$ cat config.mk
export PLATFORM = sky130hd
export DESIGN_NAME = alarm_scheduler
export DESIGN_NICKNAME = d
export VERILOG_FILES = /design/src/rtl/clock_pkg.sv /design/src/rtl/second_tick.sv /design/src/rtl/alarm_scheduler.sv
export SDC_FILE = /design/constraint.sdc
export NUM_CORES = 1
export LEC_CHECK = 0
export CORE_MARGIN = 5
export CORE_UTILIZATION = 46
export DETAILED_ROUTE_END_ITERATION = 16
export HOLD_SLACK_MARGIN = 0.02
export PLACE_DENSITY = 0.88
export SLEW_MARGIN = 20
export SYNTH_ARGS = -nofsm -noshare
export SYNTH_HDL_FRONTEND = slang
export SYNTH_SLANG_ARGS = --single-unit
$ cat constraint.sdc
create_clock -name clk -period 2.4 [get_ports clk]
set_input_delay 0.48 -clock clk [delete_from_list [all_inputs] [get_ports clk]]
set_output_delay 0.48 -clock clk [all_outputs]
set_load 0.05 [all_outputs]
$ cat src/rtl/clock_pkg.sv
// Shared clock-core types: alarm sequencer states, speaker-select codes and time limits.
package clock_pkg;

  typedef enum logic [1:0] {
    IDLE   = 2'd0,
    RING   = 2'd1,
    SNOOZE = 2'd2,
    DONE   = 2'd3
  } alarm_state_t;

  localparam logic [1:0] SPK_OFF   = 2'b00;
  localparam logic [1:0] SPK_CHIME = 2'b01;
  localparam logic [1:0] SPK_ALARM = 2'b10;

  localparam logic [5:0] MAX_HOUR = 6'd23;
  localparam logic [5:0] MAX_MIN  = 6'd59;

endpackage

$ cat src/rtl/second_tick.sv
// Registers the seconds value and flags a tick on any cycle where it differs from last cycle.
// Reset loads the live value so the first cycle out of reset never ticks.
module second_tick (
  input  logic       clk,
  input  logic       rst,
  input  logic [5:0] second,
  output logic       tick
);

  logic [5:0] second_q;

  always_ff @(posedge clk) begin
    if (rst) begin
      second_q <= second;
    end else begin
      second_q <= second;
    end
  end

  assign tick = (second != second_q);

endmodule

$ cat src/rtl/alarm_scheduler.sv
// Alarm sequencer (IDLE/RING/SNOOZE/DONE) plus hourly chime, arbitrating one speaker; alarm wins.
// SNOOZE_LIMIT_EN caps snoozes per alarm event at MAX_SNOOZE (extra snooze acts as stop).
module alarm_scheduler
  import clock_pkg::*;
#(
  parameter int RING_SECONDS   = 60,
  parameter int SNOOZE_MINUTES = 5,
  parameter int CHIME_SECONDS  = 3,
  parameter int MAX_SNOOZE     = 3
) (
  input  logic       clk,
  input  logic       rst,
  input  logic       alarm_on,
  input  logic       sound_on,
  input  logic [5:0] al_hour,
  input  logic [5:0] al_minute,
  input  logic [5:0] hour,
  input  logic [5:0] minute,
  input  logic [5:0] second,
  input  logic       stop,
  input  logic       snooze,
  output logic [1:0] spk_sel,
  output logic       ringing,
  output logic       snoozing
);

  localparam int RW = $clog2(RING_SECONDS + 1);
  localparam int SW = $clog2(SNOOZE_MINUTES * 60 + 1);
  localparam int CW = $clog2(CHIME_SECONDS + 1);
  localparam logic [RW-1:0] RING_MAX   = RW'(RING_SECONDS);
  localparam logic [SW-1:0] SNZ_LOAD   = SW'(SNOOZE_MINUTES * 60);
  localparam logic [CW-1:0] CHIME_LOAD = CW'(CHIME_SECONDS);

  logic          tick;
  alarm_state_t  state, state_nx;
  logic [RW-1:0] ring_cnt, ring_cnt_nx;
  logic [SW-1:0] snz_cnt, snz_cnt_nx;
  logic [CW-1:0] chime_cnt, chime_cnt_nx;
  logic [1:0]    spk_nx;
  logic          alarm_match, chime_match, snooze_ok;

  second_tick u_second_tick (
    .clk    (clk),
    .rst    (rst),
    .second (second),
    .tick   (tick)
  );

`ifdef SNOOZE_LIMIT_EN
  localparam int UW = $clog2(MAX_SNOOZE + 1);
  localparam logic [UW-1:0] USED_MAX = UW'(MAX_SNOOZE);
  logic [UW-1:0] snz_used, snz_used_nx;

  assign snooze_ok = (snz_used != USED_MAX);

  always_ff @(posedge clk) begin
    if (rst) snz_used <= '0;
    else     snz_used <= snz_used_nx;
  end
`else
  assign snooze_ok = 1'b1;
`endif

  // Out-of-range alarm settings are excluded explicitly so they can never match.
  assign alarm_match = tick && alarm_on && (al_hour <= MAX_HOUR) && (al_minute <= MAX_MIN) &&
                       (hour == al_hour) && (minute == al_minute) && (second == 6'd0);
  assign chime_match = tick && sound_on && (minute == 6'd0) && (second == 6'd0);

  always_comb begin
    state_nx    = state;
    ring_cnt_nx = ring_cnt;
    snz_cnt_nx  = snz_cnt;
`ifdef SNOOZE_LIMIT_EN
    snz_used_nx = snz_used;
`endif
    case (state)
      IDLE: begin
        if (alarm_match) begin
          state_nx    = RING;
          ring_cnt_nx = '0;
`ifdef SNOOZE_LIMIT_EN
          snz_used_nx = '0;
`endif
        end
      end
      RING: begin
        if (stop || (snooze && !snooze_ok)) begin
          state_nx = DONE;
        end else if (snooze) begin
          state_nx   = SNOOZE;
          snz_cnt_nx = SNZ_LOAD;
`ifdef SNOOZE_LIMIT_EN
          snz_used_nx = snz_used + 1'b1;
`endif
        end else if (tick) begin
          if (ring_cnt != RING_MAX) ring_cnt_nx = ring_cnt + 1'b1;
          if (ring_cnt_nx == RING_MAX) state_nx = DONE;
        end
      end
      SNOOZE: begin
        if (stop) begin
          state_nx = DONE;
        end else if (tick) begin
          if (snz_cnt != '0) snz_cnt_nx = snz_cnt - 1'b1;
          if (snz_cnt_nx == '0) begin
            state_nx    = RING;
            ring_cnt_nx = '0;
          end
        end
      end
      default: begin
        // Waiting out the alarm minute prevents an immediate re-trigger.
        if (tick && (minute != al_minute)) state_nx = IDLE;
      end
    endcase
    if (!alarm_on) begin
      state_nx    = IDLE;
      ring_cnt_nx = '0;
      snz_cnt_nx  = '0;
    end
  end

  always_comb begin
    chime_cnt_nx = chime_cnt;
    if (chime_match)                   chime_cnt_nx = CHIME_LOAD;
    else if (tick && chime_cnt != '0)  chime_cnt_nx = chime_cnt - 1'b1;
    // The alarm owns the speaker: a chime is cut or dropped, never queued.
    if (!sound_on || state_nx == RING) chime_cnt_nx = '0;

    if (state_nx == RING)        spk_nx = SPK_ALARM;
    else if (chime_cnt_nx != '0) spk_nx = SPK_CHIME;
    else                         spk_nx = SPK_OFF;
  end

  always_ff @(posedge clk) begin
    if (rst) begin
      state     <= IDLE;
      ring_cnt  <= '0;
      snz_cnt   <= '0;
      chime_cnt <= '0;
      spk_sel   <= SPK_OFF;
    end else begin
      state     <= state_nx;
      ring_cnt  <= ring_cnt_nx;
      snz_cnt   <= snz_cnt_nx;
      chime_cnt <= chime_cnt_nx;
      spk_sel   <= spk_nx;
    end
  end

  assign ringing  = (state == RING);
  assign snoozing = (state == SNOOZE);

endmodule

==> metrics.cfg <==
[global_routing]
grt_first_pass_wirelength_microns=8800
via_count_of_the_first_global_routing_pass=2051
grtUsageTotal_pct=19.6
global_route.overflow_total=0
grt_max_degree=17
grt_antenna_before_repair=0

[timing]
final-setup-viol-count=0
layout_min_cycle_time_ns=2.38
rsz_0062_raised_after_global_routing=yes
timing.max_slew.rel_slack_pct=63.0
fmaxAchievable_mhz=419
min_period_over_period_pct=99.3
max_slew.worst_pin.slew_ns=0.555
finClkSkew_ns=0.00986
hold_violation_total_from_the_final_report=0
timing_max_transition_violations_final=0

[setup_path]
timing.critical_path.from_type=flop
critPathCaptureType=flop
critical_path_peak_fanout=4
max_stage_delay_ns=0.55
cp.arrival_ns=2.55
critical_path.top_delay_family=simple AND/OR/NAND/NOR gates
critical-path-slowest-cell=or4_4
crit_path_cell_trace=or4_4 > or2_4 > and4b_4 > nor4_4 > buf_4 > nor4_2 > o221a_2
timing.setup.critical_path_class=reg -> reg
startpoint_of_the_most_critical_register_to_register_path=snz_cnt[7]
crit_path_start=snz_cnt[7]
cp_data_required_time_ns=2.57
total_buffers_and_inverters_traversed_by_the_critical_path=1

[final_layout]
fillers=310
layout.core_utilization_pct=67.6
nets_final=348
n_antenna_cell=0
drive_gt1_share_pct=23.8
layout.cells.non_filler=357
areaGrowthSynthToFinish_pct=41.0

[placement]
numPlacedInstances=347
globalplace.congestion=0.875
place_hpwl_microns=4100
io_buffer_count=39

[synthesis]
yosysSeqAreaShare_pct=28.0
netlist_area_sq_um=1930
synth_seq_cells=27
synth_edf_count=0
synth_fp_nets=280
ys_warn_count=0
syn_avg_cell_area_sq_um=8.05
yosys.cell_types.count=58
ys_async_sr_fraction_pct=0
mapped_cells=240
synth_top_flop_cell=dfxtp_1

[cts]
numClockSinks=27
post_cts_hold_buffer_count=0
max_h_tree_level=1
clkLatencyLatePin_ns=0.28
tritoncts=done
clk_root_buffer_cell=clkbuf_8
cts_inserted_buffers=3
max-clock-path-buffers=2
clk_transition_reported_paths_ns=0.11

[routing]
routed-via-count=2146
drt-pass1-iter-count=4
remaining_design_rule_violation_count=0
vias_per_cell=6.01
drtAntennaViolNets=0
routed_wire_length_per_instance_microns=15.4
drt-total-wl_microns=5510
dr.first_iter.drc_count=232

[pwr]
peakVddDrop_uv=409
power_leakage_nw=1.02
power.density_cell_area_nw_per_um2=317
post-layout-total-power_uw=863

[floorplanning]
floorplan.die.height_microns=74.8
placement_rows=23
core_box_area_sq_um=4030
die-area_sq_um=5600
pin_count=40
chipWidth_microns=74.8
initial_core_util_pct=48.0

[outcome]
outcome=complete, no violations

[hold_path]
min_from=second[2]
path_type_of_the_worst_min_delay_path=in -> reg

[run]
drv_cap=0

## cell type report
class	count	area [sq um]	share of cell area [%]
clock inverter	1	7.51	0.276
multi-input combinational	194	1400	51.4
sequential	27	549	20.2
timing repair buffer	68	609	22.4
clock buffer	3	41.3	1.52
inverter	14	52.6	1.93
tap	50	62.6	2.30
## logic make-up (layout without fill, tap and decap cells)
group / count (synthesis) / count (layout) / share of synthesized area, %
buffers and inverters: 19 / 86 / 3.69
AO/OA/AOI/OAI: 65 / 65 / 23.6
AND/OR/NAND/NOR: 103 / 103 / 31.9
adder cells (fa/ha/maj): 4 / 4 / 2.59
XOR/XNOR: 19 / 19 / 8.61
flip-flops: 27 / 27 / 28.0
multiplexers: 3 / 3 / 1.55
## power by group
group          internal, mW  leakage [nW]  switching, mW
Clock                 0.118        0.0217          0.154
Sequential            0.451         0.222        0.00229
Combinational        0.0846         0.773         0.0538
## cell usage in the layout, fill, tap and decap left out, types with 3 or more instances in the layout
cell type        synthesis  final
xnor2_1                 11     11
ha_1                     4      3
nand3_1                  9      9
or4_4                    1      4
a31oi_1                  5      5
o21ai_0                 14     14
dlygate4sd2_1            0      3
or2_2                    4      4
nor3_1                   6      4
xor2_1                   8      8
dfxtp_1                 27     24
clkdlybuf4s50_1          0     33
nor4_1                   7      4
nor2_1                  19     18
nor4_2                   0      3
nand2_1                 18     18
and4_1                   4      4
buf_4                    0     29
clkbuf_8                 0      3
o31ai_1                  3      3
a21oi_1                 16     13
a21oi_2                  0      3
a211oi_1                 3      3
nand2b_1                 5      5
mux2i_1                  3      3
inv_1                   14     12
nand4_1                  4      4
nor3_4                   1      3
## cell usage after synthesis (2+ instances only)
library cell / number / area, sq um
a211o_1: 2 / 17.5
a211oi_1: 3 / 22.5
a21boi_0: 2 / 15.0
a21o_1: 2 / 15.0
a21oi_1: 16 / 80.1
a31oi_1: 5 / 31.3
a32o_1: 2 / 20.0
and2_1: 2 / 12.5
and4_1: 4 / 35.0
and4b_1: 2 / 20.0
clkbuf_1: 5 / 18.8
dfxtp_1: 27 / 541
ha_1: 4 / 50.1
inv_1: 14 / 52.6
mux2i_1: 3 / 30.0
nand2_1: 18 / 67.6
nand2b_1: 5 / 31.3
nand3_1: 9 / 45.0
nand3b_1: 2 / 15.0
nand4_1: 4 / 25.0
nor2_1: 19 / 71.3
nor2b_1: 2 / 12.5
nor3_1: 6 / 30.0
nor4_1: 7 / 43.8
o21ai_0: 14 / 70.1
o221a_2: 2 / 22.5
o31ai_1: 3 / 22.5
o32ai_2: 2 / 32.5
or2_2: 4 / 25.0
or3b_2: 2 / 17.5
or4_1: 4 / 30.0
xnor2_1: 11 / 96.3
xor2_1: 8 / 70.1
## path summary, 6_finish.rpt
check                                   end  slack, ns  cells after the start
setup / recovery                ring_cnt[2]       0.02                      7
hold / removal    u_second_tick.second_q[2]       0.45                      2
setup reg to reg                ring_cnt[2]       0.02                      7
hold reg to reg                  snz_cnt[5]       0.56                      2
## metrics by stage
step | TNS, ns | setup slack (ns) | instance area [sq um] | hold WS (ns)
2_1_floorplan | 0 | 0.0507 | 1930 | 0.482
3_3_place_gp | -2.79 | -0.371 | 2530 | 0.512
3_5_place_dp | -3.62 | -0.428 | 2530 | 0.525
4_1_cts | 0 | 0.00116 | 2640 | 0.546
5_1_grt | -0.166 | -0.0476 | 2720 | 0.465
6_report | 0 | 0.0160 | 2720 | 0.451
## what timing repair did
| item | in CTS | in global routing |
|---|---|---|
| endpoints found under the setup margin | 11 | 12 |
| resized for setup | 16 | 14 |
| buffers inserted | 1 | 5 |
| pin swaps | 9 | 11 |
## state kept, by name, indices dropped and copies added (netlist names)
name,cells
snz_cnt,9
state,2
spk_sel,2
u_second_tick.second_q,6
ring_cnt,6
chime_cnt,2
## per-layer routing
metal | up-vias | track usage, % | share of wire (%)
met5 | - | 0 | 0
met4 | 0 | 5.14 | 1.8
met3 | 16 | 2.80 | 4.9
met2 | 91 | 37.6 | 54
met1 | 997 | 22.5 | 39
li1 | 1042 | - | -
(Power assumes the default switching activity.)
